===== config.mk =====
export PLATFORM = sky130hd
export DESIGN_NAME = bpsk_demod
export DESIGN_NICKNAME = d
export VERILOG_FILES = /design/src/rtl/bpsk_demod.sv
export SDC_FILE = /design/constraint.sdc
export NUM_CORES = 1
export LEC_CHECK = 0
export CAP_MARGIN = 5
export CORE_ASPECT_RATIO = 0.7
export CORE_MARGIN = 4
export CORE_UTILIZATION = 61
export DETAILED_ROUTE_END_ITERATION = 10
export GPL_TIMING_DRIVEN = 0
export PLACE_DENSITY = 0.91
export SYNTH_ARGS = -nofsm -noshare
export SYNTH_HDL_FRONTEND = slang
export SYNTH_SLANG_ARGS = --single-unit

===== constraint.sdc =====
create_clock -name clk -period 4.9 [get_ports clk]
set_input_delay 0.735 -clock clk [delete_from_list [all_inputs] [get_ports clk]]
set_output_delay 0.735 -clock clk [all_outputs]
set_load 0.02 [all_outputs]

===== src/rtl/bpsk_demod.sv =====
// Coherent BPSK demodulator: correlates rx_in against carrier (0,+1,0,-1) over N samples per bit, frames FRAME_LEN bits.
// Latency: bit_valid/bit_out register on the edge consuming the N-th sample of a bit; frame_valid on the FRAME_LEN-th bit_valid.
// Backpressure: none; ce=0 freezes all state, output pulses are single-clk and never stretched.
//
// Ports: clk, reset (async, active-high), ce (sample strobe), sync (phase-0 / bit-0 alignment),
//        rx_in (10-bit signed), bit_out/bit_valid/bit_erase, frame_out/frame_valid/frame_err.
// Optional feature: define BPSK_DEMOD_ERASURE_EN to generate erasure flags (|acc| < THRESH);
//        otherwise bit_erase and frame_err are tied low.
module bpsk_demod #(
  parameter int N         = 8,
  parameter int FRAME_LEN = 7,
  parameter int THRESH    = 1024
) (
  input  logic                 clk,
  input  logic                 reset,
  input  logic                 ce,
  input  logic                 sync,
  input  logic signed [9:0]    rx_in,
  output logic                 bit_out,
  output logic                 bit_valid,
  output logic                 bit_erase,
  output logic [FRAME_LEN-1:0] frame_out,
  output logic                 frame_valid,
  output logic                 frame_err
);

  localparam int ACC_W = 10 + $clog2(N);
  localparam int SW    = $clog2(N);
  localparam int BW    = (FRAME_LEN > 1) ? $clog2(FRAME_LEN) : 1;
  localparam logic [SW-1:0] LAST_S = SW'(N - 1);
  localparam logic [BW-1:0] LAST_B = BW'(FRAME_LEN - 1);

  if (N < 4 || (N % 4) != 0) begin : g_bad_n
    $error("bpsk_demod: N must be a multiple of 4 and at least 4");
  end
  if (THRESH < 1) begin : g_bad_thresh
    $error("bpsk_demod: THRESH must be positive");
  end

  typedef enum logic {IDLE, RUN} state_t;

  state_t                  state;
  logic [1:0]              phase;
  logic [SW-1:0]           samp_cnt;
  logic [BW-1:0]           bit_cnt;
  logic signed [ACC_W-1:0] acc;
  logic signed [ACC_W-1:0] acc_next;
  logic signed [ACC_W-1:0] rx_ext;
  logic [FRAME_LEN-1:0]    frame_buf;
  logic [FRAME_LEN-1:0]    frame_next;
  logic                    dec;
  logic                    resync;
  logic                    sample_en;
  logic                    bit_end;
  logic                    frame_end;

  // sync always wins over a coincident bit/frame boundary
  assign resync    = ce && sync;
  assign sample_en = ce && !sync && (state == RUN);
  assign bit_end   = sample_en && (samp_cnt == LAST_S);
  assign frame_end = bit_end && (bit_cnt == LAST_B);

  // Accumulator including the current sample, so the decision sees all N samples
  always_comb begin
    rx_ext   = {{(ACC_W-10){rx_in[9]}}, rx_in};
    acc_next = acc;
    case (phase)
      2'd1:    acc_next = acc + rx_ext;
      2'd3:    acc_next = acc - rx_ext;
      default: acc_next = acc;
    endcase
    dec                 = ~acc_next[ACC_W-1];
    frame_next          = frame_buf;
    frame_next[bit_cnt] = dec;
  end

  always_ff @(posedge clk or posedge reset) begin
    if (reset) begin
      state       <= IDLE;
      phase       <= 2'd0;
      samp_cnt    <= '0;
      bit_cnt     <= '0;
      acc         <= '0;
      frame_buf   <= '0;
      bit_out     <= 1'b0;
      bit_valid   <= 1'b0;
      frame_out   <= '0;
      frame_valid <= 1'b0;
    end else begin
      bit_valid   <= 1'b0;
      frame_valid <= 1'b0;
      if (resync) begin
        // The sync sample is phase 0 of bit 0: it contributes zero and advances the counters.
        state     <= RUN;
        phase     <= 2'd1;
        samp_cnt  <= SW'(1);
        bit_cnt   <= '0;
        acc       <= '0;
        frame_buf <= '0;
      end else if (sample_en) begin
        phase    <= phase + 2'd1;
        acc      <= acc_next;
        samp_cnt <= samp_cnt + SW'(1);
        if (bit_end) begin
          acc       <= '0;
          samp_cnt  <= '0;
          bit_out   <= dec;
          bit_valid <= 1'b1;
          frame_buf <= frame_next;
          if (bit_cnt == LAST_B) begin
            bit_cnt     <= '0;
            frame_out   <= frame_next;
            frame_valid <= 1'b1;
          end else begin
            bit_cnt <= bit_cnt + BW'(1);
          end
        end
      end
    end
  end

`ifdef BPSK_DEMOD_ERASURE_EN
  logic signed [31:0] acc_ext;
  logic               erase_now;
  logic               err_sticky;

  assign acc_ext   = {{(32-ACC_W){acc_next[ACC_W-1]}}, acc_next};
  assign erase_now = (acc_ext < THRESH) && (acc_ext > -THRESH);

  always_ff @(posedge clk or posedge reset) begin
    if (reset) begin
      bit_erase  <= 1'b0;
      frame_err  <= 1'b0;
      err_sticky <= 1'b0;
    end else begin
      bit_erase <= 1'b0;
      frame_err <= 1'b0;
      if (resync) begin
        err_sticky <= 1'b0;
      end else if (bit_end) begin
        bit_erase <= erase_now;
        if (frame_end) begin
          frame_err  <= err_sticky | erase_now;
          err_sticky <= 1'b0;
        end else begin
          err_sticky <= err_sticky | erase_now;
        end
      end
    end
  end
`else
  assign bit_erase = 1'b0;
  assign frame_err = 1'b0;
`endif

endmodule

==> results_dict.tcl, run 1 <==
set metrics [dict create \
    power.density_nw_per_um2 414 \
    post_cts_resized 0 \
    ctsHoldBuffers 0 \
    core_sq_um 3920 \
    reg2reg_slack_ns 1.41 \
    path_clk_slew_ns 0.06 \
    worstHoldPathType "reg -> reg" \
    synth_area_leaders "dfrtp_1 (38%), ha_1 (8.5%), nand2_1 (4.5%)" \
    die_w_um 84.4 \
    holdWs_ns 0.482 \
    final_util 0.728 \
    initial_core_util 0.636 \
    cts_buffers 5 \
    fin_skew_ns 0.00491 \
    drv_slew 0 \
    grt_pass1_wl_um 8830 \
    crit_path_cell_trace "clkdlybuf4s50_1 > nor3_1 > nand2_1 > nor2_1 > a21oi_1 > xnor2_1 > ha_1 > a21oi_2 > o21ai_1 > a211o_1 > o22ai_2 > mux2i_2 > xnor2_2 > mux2_2" \
    root_buffer "clkbuf_8" \
    min_period_ns 3.88 \
    hold_violations 0 \
    die_h_um 61.5 \
    crit_slowest_cell "clkdlybuf4s50_1" \
    min_to "acc[0]" \
    synth_seq_cells 38 \
    rows 19 \
    fin_setup_tns_ns 0 \
    cts_num_sinks 38 \
    dp_hpwl_um 3990 \
    postSynthAreaPerCell_sq_um 9.34 \
    die_area_sq_um 5190 \
    synth_top_area_cell "dfrtp_1" \
    layout_setup_ws_ns 1.02 \
    r2r-end "bit_out" \
    p_total_w 0.00118 \
    netlist_area_sq_um 2490 \
    setup.worst_path.end_class "flip-flop" \
    async_flop_share 1.00 \
    drv_cap 0 \
    cts_max_level 2 \
    pin_count 26 \
    clockBufferDepth 2 \
    tightest_slew_ns 0.767 \
    vias_per_cell 5.83 \
    r2r-start "phase[0]" \
    areaGrowthSynthToFinish_pct 14.5 \
    slew_headroom 0.488 \
    outcome "finished clean" \
    path_class "in -> reg" \
    synth_seq_area_share 0.381 \
    place_ws_ns 0.782 \
    p_leak_nw 1.28 \
    drt-initial-drc-count 176 \
    dr.pass1.iters 4 \
    slowest_delay_ns 0.46 \
    grt.total_usage 0.213 \
    hold_depth 2 \
    io_buffers 21 \
    ant_nets 0 \
    fmax_ghz 0.258 \
    final_cell_mix "dfrtp_1 (38), nand2_1 (30), o21ai_0 (21), clkdlybuf4s50_1 (21), inv_1 (19)" \
    critical_path_peak_fanout 8 \
    vias 2023 \
    cts_tree "yes" \
    drcViolationCount 0 \
    n_antenna_cell 0 \
    wl_um 5200 \
    fin_nets 328 \
    grt-ovfl-total 0 \
    wire_per_inst_um 15.0 \
    synth_warnings 0 \
    grt_max_degree 39 \
    min_from "acc[0]" \
    final_common_cell "dfrtp_1" \
    synth-edff-count 0 \
    syn_inst 267 \
    cp.required_ns 5.07 \
    rr_worst_depth 11 \
    place.gp.congestion 0.938 \
    post-cts-setup-buffer-count 0 \
    antenna_found_initial 0 \
    ir_worst_vdd_mv 0.246 \
    fin_crit_sh 0.791 \
    synth-main-ff-cell "dfrtp_1" \
    critPathLaunchType "primary input" \
    rsz0062_at_grt "false" \
    yosysTopAreaCellShare 0.381 \
    worstPathArrival_ns 4.04 \
    synth_cell_types 54 \
    worstSkewPairLatency_ns 0.28 \
    grt_pass1_vias 1908 \
    layout-drive-gt1-share 0.0949 \
    setup_viol 0 \
]
[synth_stat cells, drive strengths merged, types with 6 or more instances]
cell type  number
a32o            7
ha             17
nor2           18
nand2          30
o21ai          23
nor2b           6
nor3            7
a21oi          14
a22o            6
xnor2          12
dfrtp          38
inv            20
clkbuf          7
[worst max-delay path by stage]
stage	startpoint	to	depth (start not counted)
detailed placement	rx_in[4]	bit_out	14
global placement	rx_in[4]	bit_out	14
floorplan	rx_in[4]	bit_out	13
CTS	rx_in[4]	bit_out	14
global route	rx_in[4]	frame_buf[2]	14
finish	rx_in[4]	bit_out	14
[worst max-delay path, delay by kind of cell]
| kind | cells | cell delay [ns] |
|---|---|---|
| AOI/OAI and AO/OA | 5 | 0.89 |
| and+or+nand+nor | 3 | 0.53 |
| buffers and inverters | 1 | 0.46 |
| muxes | 2 | 0.67 |
| xor gates and xnor gates | 2 | 0.42 |
| adders and majority gates | 1 | 0.33 |
[through the flow]
stage | instance area [sq um] | instances
floorplan | 2500 | 268
global placement | 2770 | 341
detailed placement | 2770 | 341
CTS | 2860 | 347
global route | 2860 | 347
finish | 2860 | 347
[cell families after synthesis]
family	count (synthesis)	share of synthesized area
xor gates and xnor gates	16	0.0592
and+or+nand+nor	79	0.157
other	1	0.00150
buffers and inverters	32	0.0522
DFF	38	0.381
muxes	8	0.0351
AOI/OAI and AO/OA	75	0.220
adders and majority gates	18	0.0933
[where the power goes]
group          switching (W)  total (W)  internal [W]
clock network      0.0000981   0.000206      0.000108
registers          0.0000334   0.000400      0.000367
logic               0.000320   0.000577      0.000257
total               0.000452    0.00118      0.000732
[metal layers]
metal / share of wire / routed length [um] / global-route usage
met5: 0 / 0 / 0
met4: 0.011 / 59 / 0.0564
met3: 0.047 / 242 / 0.0441
met2: 0.44 / 2300 / 0.345
met1: 0.50 / 2600 / 0.299
[area by class of cell]
class	instances	area (sq um)
Buffer	12	55.1
Clock buffer	6	82.6
Fill cell	303	1070
Inverter	20	75.1
Multi-Input combinational cell	198	1420
Sequential cell	38	951
Tap cell	52	65.1
Timing Repair Buffer	21	210
[flip-flops by register name, summed over array words and instances, names as in the netlist]
register and flops:
acc 13, bit_cnt 3, bit_out 1, bit_valid 1
frame_buf 6, frame_out 7, frame_valid 1, phase 2
samp_cnt 3, state 1
Note: power is estimated with default switching activity, not from simulation.
==> run 2: changes to the inputs <==
--- a/config.mk
+++ b/config.mk
@@ -8,10 +8,10 @@
 export CAP_MARGIN = 5
 export CORE_ASPECT_RATIO = 0.7
 export CORE_MARGIN = 4
-export CORE_UTILIZATION = 61
+export CORE_UTILIZATION = 57
 export DETAILED_ROUTE_END_ITERATION = 10
 export GPL_TIMING_DRIVEN = 0
-export PLACE_DENSITY = 0.91
+export PLACE_DENSITY = 0.86
 export SYNTH_ARGS = -nofsm -noshare
 export SYNTH_HDL_FRONTEND = slang
 export SYNTH_SLANG_ARGS = --single-unit
==> constraint.sdc (replaced) <==
create_clock -name clk -period 3.9 [get_ports clk]
set_input_delay 0.585 -clock clk [delete_from_list [all_inputs] [get_ports clk]]
set_output_delay 0.585 -clock clk [all_outputs]
set_load 0.02 [all_outputs]
==> run 2 against run 1 <==
Net effect:
- first-iteration DRC count decreased by 31%
- die area increased by 6.2%
- via count increased by 2.7%
- clock skew increased by 0.0070 ns
- flip-flop and latch count unchanged
- count of clock-buffer cells in the layout decreased by 1
- global-route usage increased by 0.82 points
- critical path depth unchanged
- sequential share of layout area decreased by 0.78 points
- utilization decreased by 0.86 points
- setup slack got worse by 0.78 ns
- non-clock buffer count unchanged
- critical path type unchanged
==> results_dict.tcl, run 2 (synthesis gave the netlist of run 1 again) <==
set metrics [dict create \
    final_cell_mix "dfrtp_1 (38), nand2_1 (30), o21ai_0 (21), clkdlybuf4s50_1 (21), inv_1 (19)" \
    ir_worst_vdd_mv 0.322 \
    cp_top_family "compound AO/OA/AOI/OAI gates" \
    fin_nets 328 \
    placed_cells 341 \
    crit_slowest_cell "clkdlybuf4s50_1" \
    place.gp.congestion 0.834 \
    rows 19 \
    core_sq_um 4070 \
    setup_viol 0 \
    wire_per_inst_um 16.1 \
    r2r-end "acc[11]" \
    dr.pass1.iters 4 \
    slowest_delay_ns 0.47 \
    drv_slew 0 \
    ant_nets 0 \
    fin_crit_sh 0.938 \
    reg2reg_slack_ns 0.44 \
    root_buffer "clkbuf_8" \
    clockBufferDepth 2 \
    p_leak_nw 1.31 \
    dpl-instance-area_sq_um 2770 \
    place_ws_ns -0.0983 \
    die_h_um 63.4 \
    critical_path_peak_fanout 8 \
    path_class "in -> reg" \
    power.density_nw_per_um2 564 \
    r2r-start "phase[0]" \
    layout_setup_ws_ns 0.243 \
    pin_count 26 \
    top_regs "acc x13, frame_out x7, frame_buf x6" \
    vias_per_cell 5.95 \
    n_antenna_cell 0 \
    setup.worst_path.end_class "flip-flop" \
    min_period_ns 3.66 \
    slew_headroom 0.481 \
    crit_path_cell_trace "clkdlybuf4s50_1 > nor3_2 > nand2_1 > nor2_1 > a21oi_1 > xnor2_1 > ha_1 > a21oi_2 > o21ai_1 > a211o_1 > o22ai_2 > mux2i_4 > xnor2_2 > mux2_2" \
    rr_worst_depth 12 \
    final_cells 349 \
    grt_pass1_vias 2001 \
    areaGrowthSynthToFinish_pct 17.3 \
    worstHoldPathType "reg -> reg" \
    initial_core_util 0.614 \
    antenna_found_initial 0 \
    grt-ovfl-total 0 \
    cp_num_buf_inv 1 \
    drt-initial-drc-count 121 \
    wl_um 5620 \
    vias 2078 \
    cts_tree "yes" \
    dp_hpwl_um 4050 \
    cp.required_ns 4.08 \
    cts_buffers 5 \
    post-cts-setup-buffer-count 0 \
    hold_depth 2 \
    min_from "acc[0]" \
    worstPathArrival_ns 3.83 \
    fmax_ghz 0.273 \
    tightest_slew_ns 0.774 \
    max_flop_register "acc" \
    hold_violations 0 \
    largest_register_ffs 13 \
    min_to "acc[0]" \
    worstSkewPairLatency_ns 0.30 \
    drcViolationCount 0 \
    critPathLaunchType "primary input" \
    io_buffers 21 \
    cts_num_sinks 38 \
    outcome "finished clean" \
    cts_max_level 2 \
    grt.total_usage 0.222 \
    layout-drive-gt1-share 0.104 \
    fin_skew_ns 0.0119 \
    path_clk_slew_ns 0.08 \
    nFillCells 301 \
    fin_area_sq_um 2930 \
    final_common_cell "dfrtp_1" \
    drv_cap 0 \
    grt_max_degree 39 \
    die_area_sq_um 5520 \
    grt_pass1_wl_um 9550 \
    die_w_um 87.1 \
]
## run 2: cell count changes in the layout (fill, tap and decap cells not counted)
cell       change
nor3_2         +1
nor3_1         -1
clkinv_4       +1
clkbuf_8       -1
mux2i_4        +1
bufinv_16      +2
mux2i_2        -1
## run 2: cell type report
cell class | instances | area (sq um) | share of cell area
Buffer | 12 | 55.1 | 0.0188
Clock buffer | 5 | 68.8 | 0.0235
Clock inverter | 3 | 68.8 | 0.0235
Inverter | 20 | 75.1 | 0.0257
Multi-Input combinational cell | 198 | 1430 | 0.489
Sequential cell | 38 | 951 | 0.325
Tap cell | 52 | 65.1 | 0.0222
Timing Repair Buffer | 21 | 210 | 0.0719
## run 2: where the power goes
part	switching, W	total, W	internal, W
clock network	0.000153	0.000409	0.000256
registers	0.0000426	0.000503	0.000460
logic	0.000412	0.000739	0.000327
## run 2: metal layers
metal / share of wire / wire length (um) / vias up / GRT usage
li1: - / - / 1005 / -
met1: 0.47 / 2660 / 1002 / 0.312
met2: 0.45 / 2560 / 58 / 0.345
met3: 0.055 / 307 / 13 / 0.0443
met4: 0.017 / 94 / 0 / 0.0623
met5: 0 / 0 / - / 0
## run 2: worst max path at each step
| stage | from | endpoint | slack, ns | cells past startpoint |
|---|---|---|---|---|
| floorplan | rx_in[4] | bit_out | 0.85 | 13 |
| global placement | rx_in[4] | bit_out | -0.02 | 14 |
| detailed placement | rx_in[4] | bit_out | -0.1 | 14 |
| CTS | rx_in[4] | bit_out | 0.18 | 14 |
| global route | rx_in[4] | bit_out | -0.008 | 14 |
| finish | rx_in[4] | bit_out | 0.24 | 14 |
## run 2: per-stage QoR
stage | utilization | TNS [ns] | total power (W) | hold WS [ns]
after floorplan | - | 0 | 0.00107 | 0.449
after global placement | 0.682 | -0.0585 | 0.00118 | 0.461
after detailed placement | 0.682 | -0.723 | 0.00122 | 0.468
after CTS | 0.716 | 0 | 0.00164 | 0.485
after global routing | 0.720 | -0.00842 | 0.00176 | 0.508
final | 0.720 | 0 | 0.00165 | 0.483
## run 2: worst register-to-register path: stages (launching register included)
cell       delay (ns)
dfrtp_1          0.39
ha_1             0.25
clkbuf_1         0.37
mux2_2           0.42
inv_1            0.07
ha_1             0.11
nor2b_1          0.11
o21ai_0          0.11
a21boi_0         0.57
o2111ai_1        0.28
a32oi_1          0.33
xor2_1           0.13
a22o_1           0.22
## run 2: what timing repair did
action	in CTS	in global routing
resized for setup	0	2
endpoints found under the setup margin	0	8
hold buffers	0	0
==> run 3: changes to the inputs <==
--- a/config.mk
+++ b/config.mk
@@ -6,7 +6,6 @@
 export NUM_CORES = 1
 export LEC_CHECK = 0
 export CAP_MARGIN = 5
-export CORE_ASPECT_RATIO = 0.7
 export CORE_MARGIN = 4
 export CORE_UTILIZATION = 57
 export DETAILED_ROUTE_END_ITERATION = 10
==> run 3 against run 2 <==
Net effect:
- maximum frequency increased by 0.17%
- sequential share of layout area up 0.45 points
- worst hold slack worse by 0.0046 ns
- largest cell class unchanged
- largest power group unchanged
==> results_dict.tcl, run 3 (synthesis gave the netlist of run 1 again) <==
set metrics [dict create \
    crit_slowest_cell "clkdlybuf4s50_1" \
    worstSkewPairLatency_ns 0.29 \
    final_util 0.701 \
    vias 1975 \
    internal_power_w 0.000971 \
    met1_usage 0.271 \
    use_met2 0.329 \
    drv_slew 0 \
    placed_cells 339 \
    slowest_delay_ns 0.45 \
    drt-initial-drc-count 165 \
    dr.pass1.iters 4 \
    p_comb_frac 0.458 \
    cts_tree "yes" \
    r2r-start "phase[0]" \
    grt-ovfl-total 0 \
    root_buffer "clkbuf_8" \
    areaGrowthSynthToFinish_pct 15.6 \
    final_cell_mix "dfrtp_1 (38), nand2_1 (30), o21ai_0 (21), clkdlybuf4s50_1 (21), inv_1 (19)" \
    antenna_found_initial 0 \
    io_buffers 21 \
    clockBufferDepth 2 \
    cp.required_ns 4.07 \
    tightest_slew_ns 0.796 \
    top_regs "acc x13, frame_out x7, frame_buf x6" \
    path_class "in -> reg" \
    setup.worst_path.end_class "flip-flop" \
    rr_worst_depth 11 \
    n_antenna_cell 0 \
    setup_viol 0 \
    fin_skew_ns 0.0110 \
    vias_per_cell 5.69 \
    slew_headroom 0.466 \
    r2r-end "bit_out" \
    fin_crit_sh 0.936 \
    grt.total_usage 0.201 \
    pwr-share-seq 0.324 \
    cts_buffers 5 \
    grt_max_degree 39 \
    dp_hpwl_um 3640 \
    hold_violations 0 \
    drcViolationCount 0 \
    power.switching_w 0.000575 \
    path_clk_slew_ns 0.08 \
    max_flop_register "acc" \
    ir_worst_vdd_mv 0.269 \
    worstPathArrival_ns 3.82 \
    min_to "frame_out[0]" \
    fmax_ghz 0.274 \
    drv_cap 0 \
    min_period_ns 3.65 \
    rows 23 \
    critical_path_peak_fanout 8 \
    cts_max_level 2 \
    largest_register_ffs 13 \
    use_met3 0.0351 \
    final_cells 347 \
    wire_per_inst_um 14.1 \
    grt_pass1_vias 1946 \
    power.density_nw_per_um2 536 \
    fin_nets 328 \
    place.gp.congestion 0.909 \
    cts_num_sinks 38 \
    core_sq_um 4120 \
    post_cts_resized 0 \
    grt_pass1_wl_um 8600 \
    grt_most_used_layer "met2" \
    nFillCells 335 \
    p_leak_nw 1.29 \
    holdWs_ns 0.479 \
    fin_setup_tns_ns 0 \
    switching_share 0.372 \
    final_common_cell "dfrtp_1" \
    rsz0062_at_grt "false" \
    min_from "frame_out[0]" \
    clkPwrFrac 0.218 \
    ctsHoldBuffers 0 \
    crit_path_cell_trace "clkdlybuf4s50_1 > nor3_1 > nand2_1 > nor2_1 > a21oi_1 > xnor2_1 > ha_1 > a21oi_2 > o21ai_1 > a211o_1 > o22ai_2 > mux2i_2 > xnor2_2 > mux2_2" \
    die_area_sq_um 5500 \
    critPathLaunchType "primary input" \
    hold_depth 2 \
    pin_count 26 \
    post-cts-setup-buffer-count 0 \
    die_w_um 74.2 \
    ant_nets 0 \
    worstHoldPathType "reg -> reg" \
    wl_um 4900 \
    layout-drive-gt1-share 0.101 \
    die_h_um 74.2 \
    outcome "finished clean" \
    reg2reg_slack_ns 0.49 \
    initial_core_util 0.606 \
]
-- run 3: how the worst max path moves through the flow --
| stage | to | cells past startpoint | from | slack, ns |
|---|---|---|---|---|
| after floorplan | bit_out | 13 | rx_in[4] | 0.85 |
| after global placement | frame_out[6] | 14 | rx_in[4] | 0.02 |
| after detailed placement | bit_out | 14 | rx_in[4] | 0.005 |
| after CTS | bit_out | 14 | rx_in[4] | 0.29 |
| after global routing | bit_out | 14 | rx_in[4] | 0.08 |
| final | bit_out | 14 | rx_in[4] | 0.25 |
-- run 3: routing by layer --
layer	wire, um	part of all wire
met5	0	0
met4	32	0.0065
met1	2360	0.48
met2	2350	0.48
met3	161	0.033
-- run 3: through the flow --
stage	total power (W)	area (sq um)	setup WS (ns)
final	0.00155	2890	0.249
after global routing	0.00166	2890	0.0805
after CTS	0.00155	2890	0.295
after detailed placement	0.00121	2770	0.00470
after global placement	0.00118	2770	0.0215
after floorplan	0.00107	2500	0.850
-- run 3: worst max-delay path, delay by kind of cell --
kind                       cells  cell delay [ns]
AOI/OAI and AO/OA              5             0.87
xor gates and xnor gates       2             0.42
adders and majority gates      1             0.33
buffers and inverters          1             0.45
muxes                          2             0.64
and+or+nand+nor                3             0.52
-- run 3: layout make-up --
type | count | area [sq um] | share of cell area
buffer | 12 | 55.1 | 0.0191
clock buffer | 5 | 68.8 | 0.0239
clock inverter | 3 | 45.0 | 0.0156
inverter | 20 | 75.1 | 0.0260
multi-input combinational | 198 | 1420 | 0.491
sequential | 38 | 951 | 0.330
tap | 50 | 62.6 | 0.0217
timing repair buffer | 21 | 210 | 0.0729
-- run 3: power groups by stage --
stage | sequential [W] | combinational (W) | clock [W]
final | 0.000501 | 0.000708 | 0.000337
after floorplan | 0.000502 | 0.000566 | 0
after global placement | 0.000505 | 0.000676 | 0
after CTS | 0.000501 | 0.000708 | 0.000345
after global routing | 0.000508 | 0.000788 | 0.000360
after detailed placement | 0.000509 | 0.000703 | 0
